[src/rtl/axi_pkg.sv]
// Shared AXI definitions: burst and response encodings, address-channel
// payload, and the state encoding of the burst master FSM.
package axi_pkg;

  localparam logic [1:0] AXI_BURST_FIXED = 2'b00;
  localparam logic [1:0] AXI_BURST_INCR  = 2'b01;
  localparam logic [1:0] AXI_BURST_WRAP  = 2'b10;

  localparam logic [1:0] AXI_RESP_OKAY   = 2'b00;
  localparam logic [1:0] AXI_RESP_EXOKAY = 2'b01;
  localparam logic [1:0] AXI_RESP_SLVERR = 2'b10;
  localparam logic [1:0] AXI_RESP_DECERR = 2'b11;

  // Address-channel payload shared by AW and AR
  typedef struct packed {
    logic [7:0]  id;
    logic [31:0] addr;
    logic [7:0]  len;
    logic [2:0]  size;
    logic [1:0]  burst;
  } axi_ax_t;

  typedef enum logic [2:0] {
    ST_IDLE,
    ST_AW,
    ST_W,
    ST_B,
    ST_AR,
    ST_R,
    ST_RSP
  } mst_state_e;

endpackage

[src/rtl/axi_beat_buf.sv]
// Line buffer of BEAT beats of DW bits.
// Ports: clk/rst_n; load_en/load_line load a whole line; beat_we/beat_idx/
// beat_wdata write one beat; rd_idx/rd_data read one beat (combinational mux);
// line is the registered line contents.
module axi_beat_buf #(
  parameter int unsigned DW   = 64,
  parameter int unsigned BEAT = 4,
  parameter int unsigned CW   = 2
) (
  input  logic               clk,
  input  logic               rst_n,
  input  logic               load_en,
  input  logic [DW*BEAT-1:0] load_line,
  input  logic               beat_we,
  input  logic [CW-1:0]      beat_idx,
  input  logic [DW-1:0]      beat_wdata,
  input  logic [CW-1:0]      rd_idx,
  output logic [DW-1:0]      rd_data,
  output logic [DW*BEAT-1:0] line
);

  logic [DW*BEAT-1:0] line_q;
  logic [DW*BEAT-1:0] line_d;

  // Whole-line load takes priority over a single-beat update
  always_comb begin
    line_d = line_q;
    if (load_en) begin
      line_d = load_line;
    end else if (beat_we) begin
      line_d[32'(beat_idx) * DW +: DW] = beat_wdata;
    end
  end

  always_ff @(posedge clk) begin
    if (!rst_n) begin
      line_q <= '0;
    end else begin
      line_q <= line_d;
    end
  end

  assign rd_data = line_q[32'(rd_idx) * DW +: DW];
  assign line    = line_q;

endmodule

[src/rtl/axi_full_mst_burst.sv]
// AXI4 master issuing one line-sized INCR burst (read or write) per client
// request, returning the line on reads and a one-cycle completion/error pulse.
// Ports: CLK/RSTn; client req_* (valid/ready/wr/addr/wdata); rsp_* completion;
// MEM_AW*/W*/B*/AR*/R* AXI4 master channels.
module axi_full_mst_burst
  import axi_pkg::*;
#(
  parameter int unsigned DW   = 64,
  parameter int unsigned BEAT = 4,
  parameter logic [7:0]  ID   = 8'd0
) (
  input  logic               CLK,
  input  logic               RSTn,
  input  logic               req_valid,
  output logic               req_ready,
  input  logic               req_wr,
  input  logic [31:0]        req_addr,
  input  logic [DW*BEAT-1:0] req_wdata,
  output logic               rsp_valid,
  output logic [DW*BEAT-1:0] rsp_rdata,
  output logic               rsp_err,
  output logic [7:0]         MEM_AWID,
  output logic [31:0]        MEM_AWADDR,
  output logic [7:0]         MEM_AWLEN,
  output logic [2:0]         MEM_AWSIZE,
  output logic [1:0]         MEM_AWBURST,
  output logic               MEM_AWVALID,
  input  logic               MEM_AWREADY,
  output logic [DW-1:0]      MEM_WDATA,
  output logic [DW/8-1:0]    MEM_WSTRB,
  output logic               MEM_WLAST,
  output logic               MEM_WVALID,
  input  logic               MEM_WREADY,
  input  logic [7:0]         MEM_BID,
  input  logic [1:0]         MEM_BRESP,
  input  logic               MEM_BVALID,
  output logic               MEM_BREADY,
  output logic [7:0]         MEM_ARID,
  output logic [31:0]        MEM_ARADDR,
  output logic [7:0]         MEM_ARLEN,
  output logic [2:0]         MEM_ARSIZE,
  output logic [1:0]         MEM_ARBURST,
  output logic               MEM_ARVALID,
  input  logic               MEM_ARREADY,
  input  logic [7:0]         MEM_RID,
  input  logic [DW-1:0]      MEM_RDATA,
  input  logic [1:0]         MEM_RRESP,
  input  logic               MEM_RLAST,
  input  logic               MEM_RVALID,
  output logic               MEM_RREADY
);

  localparam int unsigned   LW        = DW * BEAT;
  localparam int unsigned   CW        = (BEAT > 1) ? $clog2(BEAT) : 1;
  localparam int unsigned   SZ        = $clog2(DW / 8);
  localparam int unsigned   OFFB      = $clog2(LW / 8);
  localparam logic [31:0]   ADDR_MASK = ~((32'd1 << OFFB) - 32'd1);
  localparam logic [CW-1:0] CNT_LAST  = CW'(BEAT - 1);
  localparam axi_ax_t       AX_RST    = '{id: ID, addr: 32'd0, len: 8'(BEAT - 1),
                                          size: 3'(SZ), burst: AXI_BURST_INCR};

  mst_state_e    state_q, state_d;
  logic [CW-1:0] cnt_q, cnt_d;
  logic          err_q, err_d;
  axi_ax_t       ax_q, ax_d;

  logic          req_ready_q, req_ready_d;
  logic          awvalid_q, awvalid_d;
  logic          wvalid_q, wvalid_d;
  logic          wlast_q, wlast_d;
  logic [DW-1:0] wdata_q, wdata_d;
  logic          bready_q, bready_d;
  logic          arvalid_q, arvalid_d;
  logic          rready_q, rready_d;
  logic          rsp_valid_q, rsp_valid_d;
  logic          rsp_err_q, rsp_err_d;

  logic          load_en;
  logic          beat_we;
  logic [DW-1:0] buf_rd_data;
  logic [LW-1:0] buf_line;

  // Single outstanding transaction, so response IDs carry no information
  logic unused_id_c;
  assign unused_id_c = ^{MEM_BID, MEM_RID};

  // Write path reads beat cnt_d so WDATA is registered alongside WVALID
  axi_beat_buf #(.DW(DW), .BEAT(BEAT), .CW(CW)) u_buf (
    .clk       (CLK),
    .rst_n     (RSTn),
    .load_en   (load_en),
    .load_line (req_wdata),
    .beat_we   (beat_we),
    .beat_idx  (cnt_q),
    .beat_wdata(MEM_RDATA),
    .rd_idx    (cnt_d),
    .rd_data   (buf_rd_data),
    .line      (buf_line)
  );

  // Next-state, beat counter and sticky error
  always_comb begin
    state_d = state_q;
    cnt_d   = cnt_q;
    err_d   = err_q;
    ax_d    = ax_q;
    load_en = 1'b0;
    beat_we = 1'b0;
    unique case (state_q)
      ST_IDLE: begin
        if (req_valid && req_ready_q) begin
          ax_d.addr = req_addr & ADDR_MASK;
          load_en   = 1'b1;
          state_d   = req_wr ? ST_AW : ST_AR;
        end
      end
      ST_AW: if (MEM_AWREADY) state_d = ST_W;
      ST_W: begin
        if (MEM_WREADY) begin
          if (cnt_q == CNT_LAST) begin
            cnt_d   = '0;
            state_d = ST_B;
          end else begin
            cnt_d = cnt_q + CW'(1);
          end
        end
      end
      ST_B: begin
        if (MEM_BVALID) begin
          err_d   = err_q | (MEM_BRESP != AXI_RESP_OKAY);
          state_d = ST_RSP;
        end
      end
      ST_AR: if (MEM_ARREADY) state_d = ST_R;
      ST_R: begin
        if (MEM_RVALID) begin
          beat_we = 1'b1;
          err_d   = err_q | (MEM_RRESP != AXI_RESP_OKAY);
          if (cnt_q == CNT_LAST) begin
            err_d   = err_d | ~MEM_RLAST;
            cnt_d   = '0;
            state_d = ST_RSP;
          end else begin
            err_d = err_d | MEM_RLAST;
            cnt_d = cnt_q + CW'(1);
          end
        end
      end
      ST_RSP: begin
        err_d   = 1'b0;
        state_d = ST_IDLE;
      end
      default: state_d = ST_IDLE;
    endcase
  end

  // Outputs are registered copies of what the next state will present
  always_comb begin
    req_ready_d = (state_d == ST_IDLE);
    awvalid_d   = (state_d == ST_AW);
    wvalid_d    = (state_d == ST_W);
    wlast_d     = (state_d == ST_W) && (cnt_d == CNT_LAST);
    wdata_d     = buf_rd_data;
    bready_d    = (state_d == ST_B);
    arvalid_d   = (state_d == ST_AR);
    rready_d    = (state_d == ST_R);
    rsp_valid_d = (state_d == ST_RSP);
    rsp_err_d   = (state_d == ST_RSP) && err_d;
  end

  always_ff @(posedge CLK) begin
    if (!RSTn) begin
      state_q     <= ST_IDLE;
      cnt_q       <= '0;
      err_q       <= 1'b0;
      ax_q        <= AX_RST;
      req_ready_q <= 1'b1;
      awvalid_q   <= 1'b0;
      wvalid_q    <= 1'b0;
      wlast_q     <= 1'b0;
      wdata_q     <= '0;
      bready_q    <= 1'b0;
      arvalid_q   <= 1'b0;
      rready_q    <= 1'b0;
      rsp_valid_q <= 1'b0;
      rsp_err_q   <= 1'b0;
    end else begin
      state_q     <= state_d;
      cnt_q       <= cnt_d;
      err_q       <= err_d;
      ax_q        <= ax_d;
      req_ready_q <= req_ready_d;
      awvalid_q   <= awvalid_d;
      wvalid_q    <= wvalid_d;
      wlast_q     <= wlast_d;
      wdata_q     <= wdata_d;
      bready_q    <= bready_d;
      arvalid_q   <= arvalid_d;
      rready_q    <= rready_d;
      rsp_valid_q <= rsp_valid_d;
      rsp_err_q   <= rsp_err_d;
    end
  end

  assign req_ready   = req_ready_q;
  assign rsp_valid   = rsp_valid_q;
  assign rsp_err     = rsp_err_q;
  assign rsp_rdata   = buf_line;

  assign MEM_AWID    = ax_q.id;
  assign MEM_AWADDR  = ax_q.addr;
  assign MEM_AWLEN   = ax_q.len;
  assign MEM_AWSIZE  = ax_q.size;
  assign MEM_AWBURST = ax_q.burst;
  assign MEM_AWVALID = awvalid_q;

  assign MEM_WDATA   = wdata_q;
  assign MEM_WSTRB   = {(DW/8){1'b1}};
  assign MEM_WLAST   = wlast_q;
  assign MEM_WVALID  = wvalid_q;
  assign MEM_BREADY  = bready_q;

  assign MEM_ARID    = ax_q.id;
  assign MEM_ARADDR  = ax_q.addr;
  assign MEM_ARLEN   = ax_q.len;
  assign MEM_ARSIZE  = ax_q.size;
  assign MEM_ARBURST = ax_q.burst;
  assign MEM_ARVALID = arvalid_q;
  assign MEM_RREADY  = rready_q;

endmodule
[config.mk]
export PLATFORM = sky130hd
export DESIGN_NAME = axi_full_mst_burst
export DESIGN_NICKNAME = d
export VERILOG_FILES = /design/src/rtl/axi_pkg.sv /design/src/rtl/axi_beat_buf.sv /design/src/rtl/axi_full_mst_burst.sv
export SDC_FILE = /design/constraint.sdc
export NUM_CORES = 1
export LEC_CHECK = 0
export CAP_MARGIN = 0
export CORE_AREA = 3 3 324 326
export DETAILED_ROUTE_END_ITERATION = 6
export DIE_AREA = 0 0 327 329
export GPL_TIMING_DRIVEN = 0
export RECOVER_POWER = 25
export SLEW_MARGIN = 10
export SYNTH_ARGS = -nofsm -noshare
export SYNTH_HDL_FRONTEND = slang
export SYNTH_SLANG_ARGS = --single-unit
[constraint.sdc]
create_clock -name CLK -period 6.4 [get_ports CLK]
set_input_delay 1.92 -clock CLK [delete_from_list [all_inputs] [get_ports CLK]]
set_output_delay 1.92 -clock CLK [all_outputs]
set_load 0.03 [all_outputs]
=== Word-level counts from Yosys, hierarchy flattened ===
Cells that the tools add are included.

* Register bits: 362
* Input port bits: 382
* Word-level logic and storage cells: 73

* Bitwise operators: 5
* Reductions and logical operators: 9
* Add/sub/neg operators: 2
* Shift-type cells: 3
* Mux-type cells: 25
* Equal/unequal tests: 14

{| class="wikitable"
|+ Operators with widths
! kind !! count
|-
| $mux 256 || 2
|-
| $bwmux 256 || 1
|-
| $shift 64x34->256 const A || 1
|-
| $shiftx 256x9->64 || 1
|-
| $shiftx 64x34->256 || 1
|-
| $neg 8->34 || 1
|-
| $mux 3 || 9
|-
| $eq 3x3->1 const B || 6
|-
| $pmux 3 s6 || 1
|-
| $eq 3x2->1 const B || 4
|-
| $mux 1 || 7
|-
| $eq 3x1->1 const B || 2
|-
| $logic_not 3->1 || 2
|-
| $mux 2 || 3
|-
| $reduce_bool 2->1 || 3
|-
| $eq 2x2->1 const B || 2
|-
| $or 1x1->1 || 4
|-
| $pmux 2 s2 || 1
|-
| $logic_and 1x1->1 || 3
|-
| $pmux 1 s3 || 1
|-
| $add 2x1->2 const B || 1
|-
| $reduce_and 2->1 || 1
|-
| $not 1->1 || 1
|}

=== Logic depth before layout (Yosys ltp) ===
* Depth after elaboration: 7
* Gate-level depth with buffers: 10

=== Hierarchy ===
From an unflattened synthesis, not the netlist that was laid out.

* Cells, all modules: 1748
* Area, all modules: 17379.2 um^2

{| class="wikitable"
|+ By module, submodules not included
! module !! cells each !! instances !! seq. area each (um^2) !! area each (um^2)
|-
| axi_beat_buf || 1328 || 1 || 5124.9 || 13319.0
|-
| axi_full_mst_burst || 420 || 1 || 2122.0 || 4060.1
|}

=== Worst setup path after synthesis ===
No wires, ideal clock.

* Path type: input-to-reg
* From: input MEM_RVALID
* To: register wdata_q[10] (netlist: MEM_WDATA[10])
* Setup slack: 2.818 ns
* Stages: 9
* Arrival: 3.444 ns
* Library setup time: 0.137 ns
* Cell sequence: buf_2 -> and4b_1 -> buf_2 -> nor3_1 -> buf_2 -> clkbuf_1 -> o21ai_0 -> a21oi_1 -> a211oi_1

* Longest elaborated chain between the ends: 3

{| class="wikitable"
|+ Ends and longest elaborated chain
! what !! line !! source
|-
| from (decl) || axi_full_mst_burst.sv:49 || <nowiki>input logic MEM_RVALID,</nowiki>
|-
| $mux 2 || axi_full_mst_burst.sv:136 || <nowiki>if (MEM_RVALID) begin</nowiki>
|-
| $pmux 2 s2 || axi_full_mst_burst.sv:109 || <nowiki>unique case (state_q)</nowiki>
|-
| $shiftx 256x9->64 || axi_beat_buf.sv:43 || <nowiki>assign rd_data = line_q[32'(rd_idx) * DW +: DW];</nowiki>
|-
| to (signal assigned) || axi_full_mst_burst.sv:196 || <nowiki>wdata_q <= wdata_d;</nowiki>
|-
| to (decl) || axi_full_mst_burst.sv:71 || <nowiki>logic [DW-1:0] wdata_q, wdata_d;</nowiki>
|}

No other way between the ends.
A chain may end at the register's enable or synchronous reset.

=== Final worst setup path ===
* From: input req_valid
* To: register u_buf.line_q[130] (netlist: u_buf.line[130])

* Longest elaborated chain between the ends: 4
* Elaborated cells between the ends (all ways): 5

{| class="wikitable"
|+ Ends and longest elaborated chain
! what !! line !! source
|-
| from (decl) || axi_full_mst_burst.sv:14 || <nowiki>input logic req_valid,</nowiki>
|-
| $logic_and 1x1->1 (*) || axi_full_mst_burst.sv:111 || <nowiki>if (req_valid && req_ready_q) begin</nowiki>
|-
| $mux 1 (*) || axi_full_mst_burst.sv:111 ||
|-
| $mux 1 (*) || axi_full_mst_burst.sv:109 ||
|-
| $mux 256 or $reduce_bool 2->1 (tied branches) || - ||
|-
| to (signal assigned) || axi_beat_buf.sv:39 || <nowiki>line_q <= line_d;</nowiki>
|-
| to (decl) || axi_beat_buf.sv:22 || <nowiki>logic [DW*BEAT-1:0] line_q;</nowiki>
|}

Every way passes the cells marked *; elsewhere a longest branch is shown, timed or not.

==> metrics.md <==
| Metric | Value |
|---|---|
| Combinational share of power | 0.373 |
| CP Launch Type | input port |
| Worst setup startpoint | req_valid |
| Largest net degree at the start of global routing | 12 |
| Setup bufs post-CTS | 0 |
| Max_cap viols | 1 |
| Top Ports | 825 |
| Most frequent cells in the layout | clkdlybuf4s50_1 (559), nand3_1 (409), dfxtp_1 (362) |
| Reg area | approximately 7200 µm² |
| Final setup skew | 19.4 ps |
| Die span in y | 329 µm |
| EDFF count, synth | 0 |
| Cts hold-fix bufs | 0 |
| Element type at the critical path end | register |
| Yosys warnings | 0 |
| Slew @ Worst Pin | approximately 1900 ps |
| Seq/Total Area, Yosys | 0.384 |
| Hold WC Path Type | register to register |
| Max Slew Vio Count | 10 |
| Layout cells sized above 1 | 0.0765 |
| Clock slew seen by the registers of the worst setup and hold paths | about 60 ps |
| Gr ovfl total | 0 |
| Multi-input logic area | 9940 µm² |
| CTS tree | yes |
| Status | finished, violations left |
| Reg2reg start | state_q[0]$_SDFF_PN0_ |
| Max Fclk | approximately 0.18 GHz |
| Switching Share | 0.394 |
| Number of vias per cell | 5.15 |
| DRT Pass-1 Iters | 6 |
| DRC viols | 0 |
| Setup Viol. Count Final | 0 |
| Hpwl dp | 111,000 µm |
| Worst-Skew Late Latency | 610 ps |
| 1st-iter DRT viols | 2,942 |
| Final TNS setup | 0 ps |
| Peak VDD IR | 172 µV |
| Relative slew slack | -0.294 |
| Pint | 0.00572 W |
| Placed inst area | approximately 28,000 µm² |
| Routability cong. | 0.907 |
| Routed via count | 23,800 |
| Crit path arrival time | approximately 6200 ps |
| Sequential share of power | 0.308 |
| Vias in the first global route | 22,500 |
| Root buf cell | clkbuf_16 |
| Post-synth top flop | dfxtp_1 |
| Fin crit share | 0.883 |
| TritonCTS buffer count | 47 |
| Max Buffers Root-to-Sink | 3 |
| WS Path Type | input port to register |
| Die X | 327 µm |
| Overall routing resource usage | 0.253 |
| Violated checks | max-capacitance violations, max-slew violations |
| CTS H-tree lvls | 2 |
| Gate Count Post-Synth | between 2,000 and 2,500 |
| Area Overhead vs Synth | 59.3% |
| Fillers | approximately 11,000 |
| Final Hold Viols | 0 |
| Nets | around 3,600 |
| DR WL/cell | 31.1 µm |
| CP Max Fanout | 10 |
| Clock power frac | 0.319 |
| Post-cts gate resize count | 0 |
| Asr flop ratio synth | 0 |
| Leak | 13.0 nW |
| Clock sink count | 362 |
| Final wirelength | 144,000 µm |
| Avg Cell Area, Syn | 8.02 µm² |
| Psw | between 0.003 and 0.004 W |
| Hold Startpoint | MEM_ARADDR[31]$_SDFFE_PN0P_ |
| Fin crit period | 5650 ps |
| Commonest non-fill, non-tap cell in the layout | clkdlybuf4s50_1 |
| Required @ worst endpoint | a little under 7000 ps |
| Port buffer count | 741 |
| Unrepaired setup endpoints after global routing | false |
| Synthesis-stage register bit count | around 360 |
| Mapped Area | roughly 19,000 µm² |
| Detail Route Antenna Nets | 0 |
| Die area | between 100,000 and 150,000 µm² |
| Final Instance Area | 30,100 µm² |
| Pwr per Cell Area | 314 nW/µm² |
| Initial Utilization | 0.185 |
| Initial antenna violation count | 29 |
| First-pass GRT wire length | 190,000 µm |
| Library cells used by synthesis | 52 |
| Core Region | 102,000 µm² |
| Row cnt | 117 |
logic make-up (layout without fill, tap and decap cells):
kind of cell | count (synthesis) | count (layout) | share of synthesized area
compound gates | 663 | 663 | 0.275
xor+xnor | 1 | 1 | 0.000464
fa+ha+maj | 4 | 4 | 0.00265
buf+inv | 397 | 1225 | 0.102
flops | 362 | 362 | 0.384
other cells | 2 | 79 | 0.000398
simple gates | 925 | 925 | 0.235
flip-flops by register name, indices dropped and copies added (netlist names):
name / count
rsp_valid: 1
cnt_q: 2
state_q: 3
req_ready: 1
MEM_AWVALID: 1
MEM_BREADY: 1
MEM_WVALID: 1
rsp_err: 1
MEM_ARADDR: 27
err_q: 1
MEM_RREADY: 1
MEM_ARVALID: 1
MEM_WLAST: 1
u_buf.line: 256
MEM_WDATA: 64
stage by stage:
| step | worst slack (ps) | util | std cells | total power (W) | hold slack [ps] |
|---|---|---|---|---|---|
| 6_report | 751 | 0.295 | 4627 | 0.00943 | 476 |
| 5_1_grt | 603 | 0.294 | 4611 | 0.00974 | 506 |
| 4_1_cts | 1060 | 0.294 | 4608 | 0.00951 | 483 |
| 3_5_place_dp | 395 | 0.277 | 4524 | 0.00649 | 474 |
| 3_3_place_gp | 46.7 | 0.277 | 4521 | 0.00648 | 468 |
| 2_1_floorplan | 2820 | - | 2412 | 0.00466 | 490 |
layout make-up:
type / instances / share of cell area
multi-input cells: 1653 / 0.331
repair buffers: 744 / 0.248
flip-flops and latches: 362 / 0.241
plain buffers: 346 / 0.0580
well taps: 1368 / 0.0569
clock buffers: 71 / 0.0479
clock inverters: 13 / 0.00907
inverters: 51 / 0.00637
diodes: 19 / 0.00158
power groups by stage:
stage | clock, W | sequential, W | combinational, W
finish | 0.00301 | 0.00291 | 0.00352
global route | 0.00313 | 0.00294 | 0.00368
CTS | 0.00305 | 0.00290 | 0.00356
detailed placement | 0 | 0.00295 | 0.00355
global placement | 0 | 0.00294 | 0.00353
floorplan | 0 | 0.00349 | 0.00117
final timing paths:
check,endpoint,slack [ps],cells after the start
max,u_buf.line[130]$_SDFFE_PN0P_,750,8
min reg2reg,MEM_ARADDR[31]$_SDFFE_PN0P_,480,2
max reg2reg,u_buf.line[130]$_SDFFE_PN0P_,2010,8
min,MEM_ARADDR[31]$_SDFFE_PN0P_,480,2
synth_stat cells (63+ instances only):
| master | count | area [µm²] |
|---|---|---|
| a21oi_1 | 64 | 320 |
| nand3_1 | 410 | 2050 |
| nand2_1 | 312 | 1170 |
| buf_4 | 97 | 728 |
| o211a_1 | 226 | 2260 |
| nand4_1 | 63 | 394 |
| a211oi_1 | 63 | 473 |
| o211ai_1 | 107 | 803 |
| o21ai_0 | 108 | 541 |
| nor3_1 | 69 | 345 |
| dfxtp_1 | 362 | 7250 |
| clkbuf_1 | 170 | 638 |
worst max-delay path: stages:
cell and delay, ps:
dlygate4sd3_1 520, nand3b_1 130, nor3_1 1460, clkbuf_2 750, clkbuf_1 850, nand2_1 240, nand3_1 150, o211a_1 140
metal layers:
metal  vias to the layer above  GRT usage  share of wire
li1                      10300          -              -
met1                     11600      0.315           0.40
met2                      1685      0.410           0.46
met3                       311     0.0731          0.099
met4                         8      0.104          0.043
met5                         -          0        0.00035
(Power assumes the default switching activity.)
